File: src/rtl/seg7_pkg.sv
// Shared constants and the hex-to-segment table for the 7-segment scan multiplexer.
// Segment vectors are active-low, ordered {g,f,e,d,c,b,a}.
package seg7_pkg;

   localparam logic [6:0] SEG_OFF = 7'b1111111;
   // Wide enough for the largest legal digit count; callers slice what they need.
   localparam logic [7:0] AN_OFF  = 8'hFF;

   function automatic logic [6:0] hex_to_seg(input logic [3:0] nibble);
      logic [6:0] result;
      result = SEG_OFF;
      case (nibble)
         4'h0: result = 7'b1000000;
         4'h1: result = 7'b1111001;
         4'h2: result = 7'b0100100;
         4'h3: result = 7'b0110000;
         4'h4: result = 7'b0011001;
         4'h5: result = 7'b0010010;
         4'h6: result = 7'b0000010;
         4'h7: result = 7'b1111000;
         4'h8: result = 7'b0000000;
         4'h9: result = 7'b0010000;
         4'hA: result = 7'b0001000;
         4'hB: result = 7'b0000011;
         4'hC: result = 7'b1000110;
         4'hD: result = 7'b0100001;
         4'hE: result = 7'b0000110;
         4'hF: result = 7'b0001110;
         default: result = SEG_OFF;
      endcase
      return result;
   endfunction

endpackage

File: src/rtl/seg7_decode.sv
// Combinational nibble-to-segment decoder (active-low, {g,f,e,d,c,b,a}).
module seg7_decode
   import seg7_pkg::*;
(
   input  logic [3:0] nibble,
   output logic [6:0] seg
);

   assign seg = hex_to_seg(nibble);

endmodule

File: src/rtl/seg7_scan_mux.sv
// Time-multiplexed 7-segment driver: one anode per slot, frame-synchronous data update,
// PWM brightness via DUTY, leading-zero and per-digit blanking, registered outputs.
module seg7_scan_mux
   import seg7_pkg::*;
#(
   parameter int NUM_DIGITS = 4,
   parameter int SCAN_DIV   = 50000,
   parameter int DUTY       = SCAN_DIV - 1
)
(
   input  logic                      clk,
   input  logic                      reset,
   input  logic [4*NUM_DIGITS-1:0]   value,
   input  logic [NUM_DIGITS-1:0]     dp,
   input  logic [NUM_DIGITS-1:0]     blank,
   input  logic                      load,
   input  logic                      lzb_en,
   output logic [NUM_DIGITS-1:0]     an,
   output logic [6:0]                seg,
   output logic                      seg_dp,
   output logic                      frame_done
);

   localparam int SLOT_W = (SCAN_DIV > 1) ? $clog2(SCAN_DIV) : 1;
   localparam int IDX_W  = (NUM_DIGITS > 1) ? $clog2(NUM_DIGITS) : 1;
   localparam logic [SLOT_W-1:0]     SLOT_LAST = SLOT_W'(SCAN_DIV - 1);
   localparam logic [SLOT_W-1:0]     DUTY_CNT  = SLOT_W'(DUTY);
   localparam logic [IDX_W-1:0]      IDX_LAST  = IDX_W'(NUM_DIGITS - 1);
   localparam logic [NUM_DIGITS-1:0] AN_NONE   = AN_OFF[NUM_DIGITS-1:0];

   logic [SLOT_W-1:0]       slot_cnt_reg, slot_cnt_next;
   logic [IDX_W-1:0]        idx_reg, idx_next;
   logic [4*NUM_DIGITS-1:0] pend_value_reg, act_value_reg;
   logic [NUM_DIGITS-1:0]   pend_dp_reg, act_dp_reg;
   logic [NUM_DIGITS-1:0]   pend_blank_reg, act_blank_reg;
   logic [NUM_DIGITS-1:0]   an_reg, an_next;
   logic [6:0]              seg_reg, seg_next;
   logic                    seg_dp_reg, seg_dp_next;

   logic                    slot_wrap;
   logic                    frame_end;
   logic [NUM_DIGITS-1:0]   lzb_mask;
   logic [3:0]              cur_nibble;
   logic [6:0]              dec_seg;
   logic                    digit_dark;

   assign slot_wrap  = (slot_cnt_reg == SLOT_LAST);
   assign frame_end  = slot_wrap && (idx_reg == IDX_LAST);
   assign frame_done = frame_end;

   // A digit is a leading zero when it and every digit above it are zero; digit 0 always shows.
   assign lzb_mask[0] = 1'b0;
   generate
      for (genvar gi = 1; gi < NUM_DIGITS; gi++) begin : g_lzb
         assign lzb_mask[gi] = lzb_en && (act_value_reg[4*NUM_DIGITS-1:4*gi] == '0);
      end
   endgenerate

   assign cur_nibble = act_value_reg[{idx_reg, 2'b00} +: 4];

   seg7_decode u_decode (
      .nibble (cur_nibble),
      .seg    (dec_seg)
   );

   always_comb begin
      slot_cnt_next = slot_cnt_reg + 1'b1;
      idx_next      = idx_reg;
      if (slot_wrap) begin
         slot_cnt_next = '0;
         idx_next      = (idx_reg == IDX_LAST) ? '0 : idx_reg + 1'b1;
      end
   end

   // Slot cycle 0 is dead time so the previous digit's anode is fully off before the next lights.
   always_comb begin
      an_next     = AN_NONE;
      seg_next    = dec_seg;
      seg_dp_next = ~act_dp_reg[idx_reg];
      digit_dark  = act_blank_reg[idx_reg];
      if ((slot_cnt_reg != '0) && (slot_cnt_reg <= DUTY_CNT)) begin
         an_next[idx_reg] = 1'b0;
      end
      if (digit_dark) begin
         seg_next    = SEG_OFF;
         seg_dp_next = 1'b1;
      end else if (lzb_mask[idx_reg]) begin
         seg_next    = SEG_OFF;
      end
   end

   always_ff @(posedge clk) begin
      if (reset) begin
         slot_cnt_reg   <= '0;
         idx_reg        <= '0;
         pend_value_reg <= '0;
         pend_dp_reg    <= '0;
         pend_blank_reg <= '0;
         act_value_reg  <= '0;
         act_dp_reg     <= '0;
         act_blank_reg  <= '0;
         an_reg         <= AN_NONE;
         seg_reg        <= SEG_OFF;
         seg_dp_reg     <= 1'b1;
      end else begin
         slot_cnt_reg <= slot_cnt_next;
         idx_reg      <= idx_next;
         if (load) begin
            pend_value_reg <= value;
            pend_dp_reg    <= dp;
            pend_blank_reg <= blank;
         end
         // A load on the boundary cycle bypasses the pending copy so it shows in the next frame.
         if (frame_end) begin
            if (load) begin
               act_value_reg <= value;
               act_dp_reg    <= dp;
               act_blank_reg <= blank;
            end else begin
               act_value_reg <= pend_value_reg;
               act_dp_reg    <= pend_dp_reg;
               act_blank_reg <= pend_blank_reg;
            end
         end
         an_reg     <= an_next;
         seg_reg    <= seg_next;
         seg_dp_reg <= seg_dp_next;
      end
   end

   assign an     = an_reg;
   assign seg    = seg_reg;
   assign seg_dp = seg_dp_reg;

endmodule

File: config.mk
export PLATFORM = sky130hd
export DESIGN_NAME = seg7_scan_mux
export DESIGN_NICKNAME = d
export VERILOG_FILES = /design/src/rtl/seg7_pkg.sv /design/src/rtl/seg7_decode.sv /design/src/rtl/seg7_scan_mux.sv
export SDC_FILE = /design/constraint.sdc
export NUM_CORES = 1
export LEC_CHECK = 0
export BUFFER_PORTS_ARGS = -buffer_cell sky130_fd_sc_hd__buf_2
export CAP_MARGIN = 30
export CORE_ASPECT_RATIO = 1.75
export CORE_MARGIN = 2
export CORE_UTILIZATION = 45
export DETAILED_ROUTE_END_ITERATION = 10
export PLACE_DENSITY = 0.7
export RECOVER_POWER = 100
export SLEW_MARGIN = 20
export SYNTH_ARGS = -nofsm -noshare
export SYNTH_HDL_FRONTEND = slang
export SYNTH_HIERARCHICAL = 1
export SYNTH_SLANG_ARGS = --single-unit
File: constraint.sdc
create_clock -name clk -period 5.4 [get_ports clk]
set_clock_uncertainty 0.2 [all_clocks]
set_input_delay 0.81 -clock clk [delete_from_list [all_inputs] [get_ports clk]]
set_output_delay 0.81 -clock clk [all_outputs]
set_load 0.02 [all_outputs]
# After elaboration in Yosys (flattened, before gate mapping)
# Memory sizes are Yosys's and may differ from the RTL's. A register that Yosys moved wholly into a read port is not among the register bits.
# Cells that the tools add are included.
[word_totals]
register_bits = 71
romBits = 112
inputBits = 28
mem_count = 1
[mem_list]
columns = ["name", "depth", "width", "read_ports", "rd_ports_with_merged_regs", "write_ports", "line_no", "text"]
rows = [
  ["(no name shown)", 16, 7, 1, 1, 0, "seg7_pkg.sv:12", "case (nibble)"],
]
[classes]
addsub = 2
magnitude_cmp = 3
eq_ne = 2
shifts = 1
n_mux = 12
bitwise_logic = 3
n_reduce_logical = 14
[op_table]
columns = ["cell", "n"]
rows = [
  ["adder 16 x 1 -> 16 bit (second input constant)", 1],
  ["equality test 16 bit (second input constant)", 1],
  ["<= comparator 16 bit (second input constant)", 1],
  ["two-way mux 16 bit", 1],
  ["nonzero test 16 bit", 1],
  ["indexed part select 16 x 5 -> 4 bit", 1],
  ["zero test 12 bit", 1],
  ["zero test 8 bit", 1],
  ["two-way mux 4 bit", 2],
  ["binary-select mux 1 bit (select 2 bit)", 3],
  ["logical AND 1 bit", 6],
  ["OR reduction 2 bit", 3],
  ["zero test 4 bit", 1],
  ["two-way mux 1 bit", 4],
  ["NOT 4 bit", 1],
  ["less-than comparator 2 x 3 -> 1 bit (second input constant)", 1],
  ["OR reduction 3 bit", 1],
  ["adder 2 x 1 -> 2 bit (second input constant)", 1],
  ["demux 1 bit (select 2 bit)", 1],
  ["equality test 2 bit (second input constant)", 1],
  [">= comparator 2 x 1 -> 1 bit (second input constant)", 1],
  ["two-way mux 2 bit", 1],
  ["NOT 1 bit", 2],
]

# Longest topological paths before layout
[depth]
word_depth = 5
ltp_mapped = 8

# Hierarchy
# The synthesis kept the hierarchy.
[modules_own_cells]
columns = ["module", "instances", "cells_per_inst", "area_each_um2"]
rows = [
  ["seg7_scan_mux", 1, 332, 3184.3],
  ["seg7_decode", 1, 32, 275.3],
]

# Worst setup path after synthesis
# OpenSTA, ideal clock, no wires.
[synth_timing]
kind = "register to output"
from = "register slot_cnt_reg[11]"
to = "output frame_done"
arrival_ps = 1587
required_time_ps = 4390
slack_ps = 2803
stages_incl_launch_ff = 6
path_buffers = 2
cell_sequence = "dfxtp_1 -> or4_4 -> nor4_2 -> and2_1 -> buf_2 -> buf_4"
[synth_via]
elab_chain_cells = 2
[synth_lines]
columns = ["element", "line_no", "text"]
rows = [
  ["start, declared", "seg7_scan_mux.sv:31", "logic [SLOT_W-1:0] slot_cnt_reg, slot_cnt_next;"],
  ["start signal, assigned", "seg7_scan_mux.sv:106", "slot_cnt_reg <= slot_cnt_next;"],
  ["equality test 16 bit", "seg7_scan_mux.sv:47", "assign slot_wrap = (slot_cnt_reg == SLOT_LAST);"],
  ["logical AND 1 bit", "seg7_scan_mux.sv:48", "assign frame_end = slot_wrap && (idx_reg == IDX_LAST);"],
  ["end, declared", "seg7_scan_mux.sv:21", "output logic frame_done"],
]
# Every way passes these cells.

# Worst setup path after layout
[layout_timing]
from = "register idx_reg[0]"
to = "output frame_done"
[layout_via]
elab_chain_cells = 2
[layout_lines]
columns = ["element", "line_no", "text"]
rows = [
  ["start, declared", "seg7_scan_mux.sv:32", "logic [IDX_W-1:0] idx_reg, idx_next;"],
  ["start signal, assigned", "seg7_scan_mux.sv:107", "idx_reg <= idx_next;"],
  ["equality test 2 bit", "seg7_scan_mux.sv:48", ""],
  ["logical AND 1 bit", "seg7_scan_mux.sv:48", ""],
]
# Every way passes these cells.

==> impl_metrics.yaml <==
final_layout:
  area_delta_synth_final_pct: 13.0
  fillers: 696
  stdcell_area_um2: 3910
  mostFrequentLayoutCells: "78 x dfxtp_1, 50 x nor2_1, 32 x nand3_1"
  seq_area_um2: 1560
  drive_gt1_share_pct: 14.9
  antenna_cells: 0
  multiInputGateArea_um2: 1720
  layout_commonest_cell: "dfxtp_1"
  nNetsFinal: 433
place:
  hpwl_um: 4860
  port_buffers: 40
  postPlaceCellArea_um2: 3650
  dp_slack_ps: 2370
  gp_congestion: 0.869
routing:
  dr.pass1.iters: 5
  drt_iter0_drc: 146
  routed_wirelength_um: 6920
  routed_via_density: 5.31
  drc_errors: 0
  wl_per_cell_um: 14.3
  vias: 2564
  ant_nets: 0
sta:
  worst_pin_slew_ps: 1920
  hold_viol_final: 0
  period_share_pct: 63.5
  fin_tns_setup_ps: 0
  slew_headroom_pct: -27.8
  fmax_ghz: 0.292
  setup_viol: 0
  rsz0062_at_grt: "false"
  drv_slew: 55
  layout_setup_ws_ps: 1970
  min_period_ps: 3430
global_route:
  antenna_found_initial: 0
  gr-total-overflow: 0
  busiest_layer: "met2"
  use_met2_pct: 32.0
  grt_pass1_vias: 2554
  use_met3_pct: 3.86
  grtUsageTotal_pct: 17.7
  grt_max_degree: 55
  grtUsageMet1_pct: 18.8
  grt_pass1_wl_um: 11700
worst_setup_path:
  critPathSlowestCell: "ha_1"
  worst-path-max-fanout: 27
  reg2reg_slack_ps: 2630
  worstSetupPathType: "register to primary output"
  path_delay_family: "adder cells"
  cp.depth: 3
  reg2reg_to: "seg[3]$_SDFF_PP1_"
  cp_num_buf_inv: 1
  critPathArrivalTime_ps: 2420
  cpPeakStageDelay_ps: 870
  worstPathCellList: "ha_1 -> and2_0 -> buf_2"
  rr_worst_depth: 6
  endpoint_kind: "primary output"
  rr_startpoint: "idx_reg[0]$_SDFFE_PP0P_"
  startpoint_type: "register"
  crit_required_ps: 4390
synthesis:
  async_flop_share_pct: 0
  yosys_warnings: 6
  yosysSeqAreaShare_pct: 45.1
  synth_area_um2: 3460
  synth.distinct_cells: 39
  synth_flop_cell: "dfxtp_1"
  ys_seq_elements: 78
  syn_area_per_cell_um2: 9.50
  synth_nets: 405
  synth_edf_count: 0
  synth_area_leaders: "dfxtp_1 45%, mux2i_1 8.4%, nor2_1 5.4%"
  synthCells: 364
  synth_top_cell_area_share_pct: 45.1
  synth_top_cell_by_area: "dfxtp_1"
cts:
  ctsHoldBuffers: 0
  clk_path_buf_depth: 2
  clock_latency_ps: 330
  cts_root_buffer: "clkbuf_16"
  path_clk_slew_ps: 60
  cts_tree: "built"
  numCtsBuffers: 9
  cts_num_sinks: 78
  ctsResizeCount: 0
  cts_setup_buffers: 0
  cts_max_level: 3
floorplanning:
  start_util_pct: 46.0
  die_y_um: 120
  die_x_um: 70.3
  core_area_um2: 7510
  fp-row-count: 42
  dieArea_um2: 8430
  ios: 41
hold_path:
  worstHoldStart: "slot_cnt_reg[0]$_SDFF_PP0_"
  hold_depth: 1
  hold_class: "register to register"
  min_to: "slot_cnt_reg[0]$_SDFF_PP0_"
pwr:
  p_leak_nw: 1.50
  powerDensity_nw_per_um2: 309
  ir_drop_v: 0.000229
status:
  violations: "capacitance limit, slew limit"
  status: "finished with violations"
run:
  max-cap-violations: 1
[where the power goes]
part / internal, mW / total, mW / switching, mW
Sequential: 0.592 / 0.597 / 0.00524
Combinational: 0.0269 / 0.0607 / 0.0338
Clock: 0.343 / 0.551 / 0.209
[through the flow]
step	utilization [%]	cells	power, mW	hold slack, ps
after CTS	52.2	483	1.22	266
after detailed placement	48.6	469	0.671	253
after floorplan	-	364	0.652	230
after global routing	52.0	483	1.25	301
after global placement	48.6	469	0.670	241
final	52.0	483	1.21	259
[cells in the mapped netlist, drive strengths merged (2+ instances only)]
library cell / n
a21oi: 3
a31oi: 2
mux2i: 29
nor4: 9
nand2: 9
clkbuf: 12
ha: 13
xnor2: 12
nor2: 50
nand3: 32
o31ai: 3
o21ai: 26
or2: 8
nand2b: 23
inv: 11
nand4: 5
nor3: 5
xor2: 2
mux4: 7
a22o: 2
dfxtp: 78
buf: 13
[cells by family after synthesis]
family                   Yosys count  synth area share, %
multiplexers                      37                 13.4
flip-flops                        78                 45.1
AO/OA/AOI/OAI                     38                 6.22
AND/OR/NAND/NOR                  148                 21.7
buffers and inverters             36                 5.32
XOR/XNOR                          14                 3.54
adder cells (fa/ha/maj)           13                 4.70
[cell type report]
type / count / area share [%]
inverter: 11 / 1.06
clock buffer: 13 / 6.91
multi-input combinational: 250 / 44.1
clock inverter: 1 / 0.128
timing repair buffer: 42 / 5.09
tap: 88 / 2.82
sequential: 78 / 39.9
[how the worst max path moves through the flow]
stage | to | slack [ps] | startpoint
2_1_floorplan | frame_done | 2800 | slot_cnt_reg[11]$_SDFF_PP0_
4_1_cts | frame_done | 2010 | idx_reg[0]$_SDFFE_PP0P_
3_5_place_dp | frame_done | 2370 | idx_reg[0]$_SDFFE_PP0P_
3_3_place_gp | frame_done | 2430 | idx_reg[0]$_SDFFE_PP0P_
6_report | frame_done | 1970 | idx_reg[0]$_SDFFE_PP0P_
5_1_grt | frame_done | 1780 | idx_reg[0]$_SDFFE_PP0P_
[metal layers]
layer  part of all wire (%)  vias to the layer above
li1                       -                     1297
met2                     55                       61
met4                    2.5                        0
met3                    4.3                       10
met1                     38                     1196
met5                      0                        -
(Power assumes the default switching activity.)
